<file path="src/rtl/crypto_seq_pkg.sv">
// ============================================================================
// Module      : crypto_seq_pkg
// Description : Shared types and constants for the AES round sequencer.
//               Holds the sequencer state encoding, the key-length encoding,
//               the per-key-length round counts, and the helpers that decode
//               a key length into legality and round count.
// Config      : AES256_EN - when defined, key length 2'b10 (AES-256) is a
//               legal 14-round job; otherwise it is rejected.
// Revision    : 1.0 - initial release
// ============================================================================
`default_nettype none

package crypto_seq_pkg;

  typedef enum logic [1:0] {
    IDLE  = 2'd0,
    ISSUE = 2'd1,
    WAIT  = 2'd2,
    RESP  = 2'd3
  } seq_state_t;

  typedef enum logic [1:0] {
    KEY_128  = 2'b00,
    KEY_192  = 2'b01,
    KEY_256  = 2'b10,
    KEY_RSVD = 2'b11
  } key_len_t;

  localparam int NR_128 = 10;
  localparam int NR_192 = 12;
  localparam int NR_256 = 14;

  // A key length is legal only if this build can run it.
  function automatic logic key_len_legal(input key_len_t kl);
    case (kl)
      KEY_128, KEY_192: return 1'b1;
`ifdef AES256_EN
      KEY_256:          return 1'b1;
`endif
      default:          return 1'b0;
    endcase
  endfunction

  // Round count for a key length. Illegal lengths never reach the counter,
  // so their value here is irrelevant.
  function automatic int nr_of(input key_len_t kl);
    case (kl)
      KEY_192: return NR_192;
`ifdef AES256_EN
      KEY_256: return NR_256;
`endif
      default: return NR_128;
    endcase
  endfunction

endpackage

`default_nettype wire

</file>
<file path="src/rtl/aes_step_counter.sv">
// ============================================================================
// Module      : aes_step_counter
// Description : Step position tracker for one AES block operation. Holds the
//               round index and the key/round phase, counting up for encrypt
//               (0, then key/round pairs 1..NR) and down for decrypt (NR..0).
// Ports       : clk, reset (async, active low)
//               i_load      - start a job: capture direction and NR
//               i_decrypt   - direction for the load (1 = count down)
//               i_nr        - round count for the load
//               i_advance   - move to the next step
//               o_round     - round index of the current step
//               o_key_assist- current step is a key-expansion step
//               o_last_step - current step is the final round step
// Revision    : 1.0 - initial release
// ============================================================================
`default_nettype none

module aes_step_counter #(
  parameter int NR_W = 4
) (
  input  logic            clk,
  input  logic            reset,
  input  logic            i_load,
  input  logic            i_decrypt,
  input  logic [NR_W-1:0] i_nr,
  input  logic            i_advance,
  output logic [NR_W-1:0] o_round,
  output logic            o_key_assist,
  output logic            o_last_step
);

  logic [NR_W-1:0] r_round;
  logic [NR_W-1:0] r_nr;
  logic            r_key;
  logic            r_down;
  logic            w_last;

  // Terminal values are compared explicitly so the counter never wraps.
  assign w_last = r_down ? (r_round == '0)
                         : ((r_round == r_nr) && !r_key);

  always_ff @(posedge clk or negedge reset) begin
    if (!reset) begin
      r_round <= '0;
      r_nr    <= '0;
      r_key   <= 1'b0;
      r_down  <= 1'b0;
    end else if (i_load) begin
      r_down  <= i_decrypt;
      r_nr    <= i_nr;
      r_round <= i_decrypt ? i_nr : '0;
      r_key   <= 1'b0;
    end else if (i_advance && !w_last) begin
      if (r_down) begin
        r_round <= r_round - NR_W'(1);
      end else if (r_key) begin
        // Key step of round r is followed by the round step of round r.
        r_key <= 1'b0;
      end else begin
        r_round <= r_round + NR_W'(1);
        r_key   <= 1'b1;
      end
    end
  end

  assign o_round      = r_round;
  assign o_key_assist = r_key;
  assign o_last_step  = w_last;

endmodule

`default_nettype wire

</file>
<file path="src/rtl/aes_round_sequencer.sv">
// ============================================================================
// Module      : aes_round_sequencer
// Description : Control FSM that walks the EXEC datapath through one full AES
//               block operation (whitening, key-assist and round steps) per
//               accepted job, and reports completion on a response channel.
// Ports       : clk, reset (async, active low)
//               req_valid/req_ready, req_decrypt, req_key_len - job request
//               abort                  - cancel the job in ISSUE/WAIT
//               exec_go, exec_key_assist, exec_encryption, exec_final_round,
//               exec_round, exec_done  - EXEC step control / completion
//               resp_valid/resp_ready, resp_error - job response
//               busy                   - any state other than IDLE
// Config      : AES256_EN - enables 14-round AES-256 jobs (key length 2'b10).
// Revision    : 1.0 - initial release
// ============================================================================
`default_nettype none

module aes_round_sequencer
  import crypto_seq_pkg::*;
#(
  parameter int NR_W = 4
) (
  input  logic            clk,
  input  logic            reset,
  input  logic            req_valid,
  output logic            req_ready,
  input  logic            req_decrypt,
  input  logic [1:0]      req_key_len,
  input  logic            abort,
  output logic            exec_go,
  output logic            exec_key_assist,
  output logic            exec_encryption,
  output logic            exec_final_round,
  output logic [NR_W-1:0] exec_round,
  input  logic            exec_done,
  output logic            resp_valid,
  output logic            resp_error,
  input  logic            resp_ready,
  output logic            busy
);

  seq_state_t      r_state;
  seq_state_t      w_state_nxt;
  logic            r_alive;
  logic            r_encrypt;
  logic            r_error;
  logic            w_cap;
  logic            w_load;
  logic            w_advance;
  logic            w_legal;
  logic            w_active;
  logic [NR_W-1:0] w_nr;
  logic [NR_W-1:0] w_round;
  logic            w_key_assist;
  logic            w_last_step;

  assign w_legal = key_len_legal(key_len_t'(req_key_len));
  assign w_nr    = NR_W'(nr_of(key_len_t'(req_key_len)));

  aes_step_counter #(
    .NR_W (NR_W)
  ) u_step_counter (
    .clk          (clk),
    .reset        (reset),
    .i_load       (w_load),
    .i_decrypt    (req_decrypt),
    .i_nr         (w_nr),
    .i_advance    (w_advance),
    .o_round      (w_round),
    .o_key_assist (w_key_assist),
    .o_last_step  (w_last_step)
  );

  always_comb begin
    w_state_nxt = r_state;
    w_cap       = 1'b0;
    w_load      = 1'b0;
    w_advance   = 1'b0;
    case (r_state)
      IDLE: begin
        // r_alive keeps req_ready low until the first edge after reset.
        if (r_alive && req_valid) begin
          w_cap = 1'b1;
          if (w_legal) begin
            w_load      = 1'b1;
            w_state_nxt = ISSUE;
          end else begin
            w_state_nxt = RESP;
          end
        end
      end
      ISSUE: begin
        w_state_nxt = abort ? IDLE : WAIT;
      end
      WAIT: begin
        // Abort outranks a completion sampled in the same cycle.
        if (abort) begin
          w_state_nxt = IDLE;
        end else if (exec_done) begin
          if (w_last_step) begin
            w_state_nxt = RESP;
          end else begin
            w_advance   = 1'b1;
            w_state_nxt = ISSUE;
          end
        end
      end
      RESP: begin
        if (resp_ready) begin
          w_state_nxt = IDLE;
        end
      end
      default: w_state_nxt = IDLE;
    endcase
  end

  always_ff @(posedge clk or negedge reset) begin
    if (!reset) begin
      r_state   <= IDLE;
      r_alive   <= 1'b0;
      r_encrypt <= 1'b0;
      r_error   <= 1'b0;
    end else begin
      r_state <= w_state_nxt;
      r_alive <= 1'b1;
      if (w_cap) begin
        r_encrypt <= ~req_decrypt;
        r_error   <= ~w_legal;
      end
    end
  end

  // Step controls are only meaningful while a step is in flight; forcing
  // them low elsewhere also keeps them at zero during reset.
  assign w_active         = (r_state == ISSUE) || (r_state == WAIT);
  assign req_ready        = r_alive && (r_state == IDLE);
  assign exec_go          = (r_state == ISSUE);
  assign exec_key_assist  = w_active && w_key_assist;
  assign exec_final_round = w_active && w_last_step;
  assign exec_round       = w_active ? w_round : '0;
  assign exec_encryption  = r_encrypt;
  assign resp_valid       = (r_state == RESP);
  assign resp_error       = (r_state == RESP) && r_error;
  assign busy             = (r_state != IDLE);

endmodule

`default_nettype wire

</file>
<file path="config.mk">
export PLATFORM = sky130hd
export DESIGN_NAME = aes_round_sequencer
export DESIGN_NICKNAME = d
export VERILOG_FILES = /design/src/rtl/crypto_seq_pkg.sv /design/src/rtl/aes_step_counter.sv /design/src/rtl/aes_round_sequencer.sv
export SDC_FILE = /design/constraint.sdc
export NUM_CORES = 1
export LEC_CHECK = 0
export BUFFER_PORTS_ARGS = -buffer_cell sky130_fd_sc_hd__buf_4
export CAP_MARGIN = 20
export CORE_MARGIN = 2
export CORE_UTILIZATION = 57
export CTS_CLUSTER_DIAMETER = 150
export DETAILED_ROUTE_END_ITERATION = 12
export PLACE_DENSITY = 0.91
export SLEW_MARGIN = 10
export SYNTH_ARGS = -nofsm -noshare
export SYNTH_HDL_FRONTEND = slang
export SYNTH_HIERARCHICAL = 1
export SYNTH_SLANG_ARGS = --single-unit
</file>
<file path="constraint.sdc">
create_clock -name clk -period 5.9 [get_ports clk]
set_input_delay 0.59 -clock clk [delete_from_list [all_inputs] [get_ports clk]]
set_output_delay 0.59 -clock clk [all_outputs]
set_load 0.01 [all_outputs]
</file>
Word level (Yosys, flattened, before mapping):

Index checks and enable logic that the tools add are counted.

* bits in registers: 15
* bits of input ports: 9

* add/sub/neg operators: 2
* equality and inequality tests: 10
* multiplexer cells: 30
* bitwise operators: 2
* reduce and logical (&&, ||, !) cells: 19

Operators by type and width (count)
* 4-bit two-way mux: 6
* 1-bit two-way mux: 15
* 2-bit two-way mux: 7
* 2-bit one-hot mux with 4 select lines: 1
* 1-bit logical AND: 7
* 4-bit by 1-bit adder with 4-bit output (second input constant): 1
* 2-bit by 1-bit equality test with 1-bit output (second input constant): 2
* 2-bit equality test (second input constant): 2
* 4-bit equality test: 1
* 2-bit zero test: 2
* 4-bit zero test: 1
* 2-bit by 1-bit inequality test with 1-bit output (second input constant): 2
* 2-bit AND reduction: 2
* 2-bit nonzero test: 2
* 4-bit by 1-bit subtractor with 4-bit output (second input constant): 1
* 3-bit two-way mux: 1
* 3-bit by 2-bit inequality test with 1-bit output (second input constant): 1
* 3-bit inequality test (second input constant): 1
* 3-bit AND reduction: 1
* 1-bit zero test: 2
* 2-bit inequality test (second input constant): 1
* 1-bit inverter: 2
* 2-bit OR reduction: 1
* 1-bit logical OR: 1

Longest topological paths before layout:

* depth in word-level cells: 10
* depth in mapped cells: 9
* mapped depth without buffers: 8

Hierarchy:

Netlist, hierarchy kept.

Modules (own cells, without submodules)
* aes_step_counter: instances 1, cells each 63, area an instance 628.1 sq um, seq. area each 250.2 sq um
* aes_round_sequencer: instances 1, cells each 40, area an instance 376.6 sq um, seq. area each 125.1 sq um

Worst setup path before layout:

Ideal clock, no wire load.

* path kind: register -> register
* start: register u_step_counter.r_round[1], in the netlist u_step_counter/o_round[1]
* end: register u_step_counter.r_round[3], in the netlist u_step_counter/o_round[3]
* arrival: 2.040 ns
* setup slack: 3.728 ns
* stages on the path, launching flop included: 9
* buffers on the path: 0
* clock period less this slack: 2.172 ns
* cell sequence: dfrtp_1 or4b_1 nand2b_1 o21ai_0 nor3b_1 o221ai_1 o21ba_4 nor4b_1 or3_1

* word-level cells in the longest chain between the ends: 10
* elaborated cells between the ends (all ways): 18
* classes of those cells: 2 x add/sub; 1 x eq/ne; 9 x mux; 6 x reduce/logical

Ends and longest elaborated chain
* start: declaration: line aes_step_counter.sv:32 `logic [NR_W-1:0] r_round;`
* start signal: assignment: line aes_step_counter.sv:51 `r_round <= i_decrypt ? i_nr : '0;`
* start signal: assignment: line aes_step_counter.sv:55 `r_round <= r_round - NR_W'(1);`
* start signal: assignment: line aes_step_counter.sv:60 `r_round <= r_round + NR_W'(1);`
* 4-bit equality test: line aes_step_counter.sv:40 `: ((r_round == r_nr) && !r_key);`
* 1-bit logical AND: line aes_step_counter.sv:40
* 1-bit two-way mux (*): line aes_step_counter.sv:39 `assign w_last = r_down ? (r_round == '0)`
* net w_last_step: line aes_round_sequencer.sv:55 `logic w_last_step;`
* 1-bit two-way mux (*): line aes_round_sequencer.sv:100 `if (w_last_step) begin`
* 1-bit two-way mux (*): line aes_round_sequencer.sv:99 `end else if (exec_done) begin`
* 1-bit two-way mux (*): line aes_round_sequencer.sv:97 `if (abort) begin`
* 1-bit two-way mux (*): line aes_round_sequencer.sv:79 `case (r_state)`
* net w_advance: line aes_round_sequencer.sv:49 `logic w_advance;`
* 1-bit logical AND (*): line aes_step_counter.sv:53 `end else if (i_advance && !w_last) begin`
* 2-bit nonzero test (no source line) (*)
* 2-bit AND reduction (no source line) (*)

Mark *: on every way through the listed nets, which the timed path passes. The rest lies on a longest branch. The select of a mux whose other input is x is not followed.
A chain may end at the register's enable or synchronous reset.

Final worst setup path:

* start: register r_state[0]
* end: register u_step_counter.r_round[3], in the netlist u_step_counter/o_round[3]

* elaborated cells between the ends (all ways): 9
* classes of those cells: 2 x eq/ne; 3 x mux; 4 x reduce/logical

RTL lines
* start: declaration: line aes_round_sequencer.sv:42 `seq_state_t r_state;`
* start signal: assignment: line aes_round_sequencer.sv:124 `r_state <= w_state_nxt;`
* 2-bit zero test (*): line aes_round_sequencer.sv:79
* 1-bit two-way mux (*): line aes_round_sequencer.sv:79
* net w_load: line aes_round_sequencer.sv:48 `logic w_load;`
* 3-bit by 2-bit inequality test with 1-bit output (no source line) / 2-bit nonzero test (equally long branches)
* 2-bit AND reduction (no source line)

Mark *: on every way through the listed nets, which the timed path passes. The rest lies on a longest branch.

==> reports/results.ini <==
[min_path]
worstHoldPathType = input port to async pin

[synthesis]
share_of_synthesized_flip_flops_with_an_asynchronous_set_or_reset_pct = 100
syn_area_per_cell_um2 = 9.75
sequential_element_share_of_the_synthesized_area_pct = 37.4
post_synth_top_area_share_pct = 37.4
yosys.cell_count.top_type = dfrtp_1
synth_cell_types = 35
synth_top_cells_by_area = dfrtp_1 (37%), ha_1 (7.5%), and2_1 (5.0%), xnor2_1 (4.4%), inv_1 (4.1%)
synth.ff_latch_count = 15
synthesized_instance_count = 103
synth_top_cell_by_area = dfrtp_1
netlist_top_cells_count = dfrtp_1 (15), inv_1 (11), and2_1 (8), nand2_1 (7), ha_1 (6)
ys.flop_type = dfrtp_1
synth_edf_count = 0
synth-warning-count = 6
netlist_area_um2 = 1000

[setup_path]
slowest_delay_ns = 0.81
rrSetupSlack_ns = 3.35
r2r_start = r_state[0]$_DFFE_PN0P_
critical_path.most_common_cell = nor2_1
cpMaxStageDelayCell = nor2_1
critical_path_arrival_ns = 2.72
timing.critical_path.required_ns = 6.07
path_class = flop to flop
worst_setup_path_end_kind = flop
worst_setup_path_start_kind = flop
timing.rr.end = u_step_counter/o_round[3]$_DFFE_PN0P_
number_of_cells_traversed_by_the_worst_register_to_register_path = 7
cpLargestDelayFamily = simple AND/OR/NAND/NOR gates
combined_buffer_and_inverter_count_along_the_critical_path = 1
timing.critical_path.fanout_max = 18
crit_path_cell_trace = inv_1, ha_1, nand3_2, nor2_1, nor2_1, a32o_1, or3_1

[placement]
hpwl_mm = 1.69
portbufs = 20
placed_cells = 141
place_congestion = 0.790

[layout]
layout.nets = 145
num-fill-cells = 129
antennaDiodeCount = 0
area_overhead_of_the_layout_relative_to_synthesis_pct = 20.1
final_layout_size_suffix_gt1_share_pct = 25.0
final_non_filler_cells = 145

[clocking]
cts_root_buf = clkbuf_4
cts_max_path_buffers = 2
number_of_buffers_added_by_the_clock_tree_synthesis_step = 3
cts.sinks = 15
hold_fix_buffer_count_after_cts = 0
post_cts.repair.setup_buffers = 0
cts.clk_slew.worst_paths_ns = 0.09
worstSkewPairLatency_ns = 0.28
ctsResizeCount = 0
cts_tree = built
cts-htree-levels = 1

[grt]
first_global_vias = 772
globalRouteOverflowTotal = 0
first_pass_grt_wire_length_mm = 3.52
pin_count_of_the_biggest_net_entering_global_routing = 19
groute.usage.overall_pct = 23.5
grt_antenna_before_repair = 0

[die]
ioPinCount = 21
chipHeight_um = 46.0
num_rows = 15
initial_utilization_pct = 59.5
placeableCoreArea_um2 = 1690
fp.dieW_um = 46.0
design.die.area_um2 = 2110

[run]
drv_cap = 0

[route]
postRouteAntennaNets = 0
detailedRoute.firstIterationViolations = 17
first_pass_iters = 4
finalWirelength_mm = 2.12
dr_total_vias = 812
detailed_route_drc_error_count = 0
routed_via_density = 5.60
avgRoutedWirePerCell_um = 14.6

[timing]
timing.fmax_mhz = 392
finalMaxSlewViolations = 0
rsz_0062_raised_after_global_routing = no
finalSetupViolations = 0
timing_hold_violations_final = 0
skew_ns = 0.00210
setup-tns-final_ns = 0
final_period_minus_worst_setup_slack_ns = 2.55
timing.slew.headroom_pct = 30.3
timing.final.crit_share_pct = 43.3
worst_slew_pin_slew_ns = 1.04

[run_status]
outcome = complete, no violations

[power_and_ir_drop]
vdd_ir_drop_max_mv = 0.286
powerDensity_nw_per_um2 = 504
p_leak_nw = 0.562

[registers in the layout, indices dropped and copies added (netlist names)]
| register | cells |
|---|---|
| u_step_counter/o_round | 4 |
| u_step_counter/r_nr | 4 |
| r_state | 2 |
| exec_encryption | 1 |
| r_alive | 1 |
| r_error | 1 |
| u_step_counter/o_key_assist | 1 |
| u_step_counter/r_down | 1 |
[cells by family after synthesis]
group,synth area share (%)
fa+ha+maj,9.46
other cells,0.747
compound gates,14.7
mux,7.47
buf+inv,4.98
simple gates,20.9
xor+xnor,4.36
flops,37.4
[where the power goes]
part / internal, mW / total, mW / switching (mW)
clock: 0.0252 / 0.0574 / 0.0322
sequential: 0.149 / 0.199 / 0.0504
combinational: 0.180 / 0.352 / 0.172
[worst max path at each step]
| stage | from | endpoint | slack, ns | cells past startpoint |
|---|---|---|---|---|
| after global routing | r_state[0]$_DFFE_PN0P_ | u_step_counter/o_round[3]$_DFFE_PN0P_ | 3.12 | 7 |
| after global placement | r_state[0]$_DFFE_PN0P_ | u_step_counter/o_round[3]$_DFFE_PN0P_ | 3.50 | 7 |
| after CTS | r_state[0]$_DFFE_PN0P_ | u_step_counter/o_round[3]$_DFFE_PN0P_ | 3.36 | 7 |
| after detailed placement | r_state[0]$_DFFE_PN0P_ | u_step_counter/o_round[3]$_DFFE_PN0P_ | 3.38 | 7 |
| final | r_state[0]$_DFFE_PN0P_ | u_step_counter/o_round[3]$_DFFE_PN0P_ | 3.35 | 7 |
| after floorplan | u_step_counter/o_round[1]$_DFFE_PN0P_ | u_step_counter/o_round[3]$_DFFE_PN0P_ | 3.73 | 8 |
[routing by layer]
metal  up-vias  share of wire, %  track usage, %
li1        401                 -               -
met1       389                45            30.7
met2        20                51            40.6
met3         2               3.6            2.38
met4         0               1.1            7.43
met5         -                 0               0
[through the flow]
| step | hold slack, ns | power [mW] | worst slack, ns | instance area [um2] | utilization [%] |
|---|---|---|---|---|---|
| global placement | 0.447 | 0.532 | 3.50 | 1180 | 69.8 |
| finish | 0.143 | 0.608 | 3.35 | 1210 | 71.4 |
| global route | 0.150 | 0.660 | 3.12 | 1210 | 71.4 |
| CTS | 0.142 | 0.610 | 3.36 | 1210 | 71.4 |
| floorplan | 0.294 | 0.428 | 3.73 | 1020 | - |
| detailed placement | 0.451 | 0.549 | 3.38 | 1180 | 69.8 |
[cell type report]
type | count | area, um2 | share of cell area (%)
multi-input combinational | 78 | 591 | 49.0
clock inverter | 1 | 5.00 | 0.415
inverter | 11 | 41.3 | 3.42
sequential | 15 | 375 | 31.1
timing repair buffer | 20 | 150 | 12.4
clock buffer | 3 | 22.5 | 1.87
tap | 17 | 21.3 | 1.76
[cell usage in the layout (no fill, tap or decap), types with 2 or more instances in the layout]
| master | Yosys | layout |
|---|---|---|
| nand3_1 | 2 | 2 |
| o2111ai_1 | 3 | 3 |
| nand2b_1 | 5 | 5 |
| inv_1 | 11 | 11 |
| nor2_1 | 5 | 5 |
| nand2_1 | 7 | 7 |
| mux2_2 | 3 | 3 |
| a21oi_1 | 2 | 2 |
| mux2i_1 | 3 | 3 |
| nor2b_1 | 2 | 2 |
| conb_1 | 2 | 5 |
| clkbuf_4 | 0 | 3 |
| xnor2_1 | 5 | 5 |
| ha_1 | 6 | 6 |
| dfrtp_1 | 15 | 15 |
| and2_1 | 8 | 8 |
| buf_4 | 0 | 20 |
| o21ai_0 | 5 | 5 |
Power figures use the tool's default switching activity.
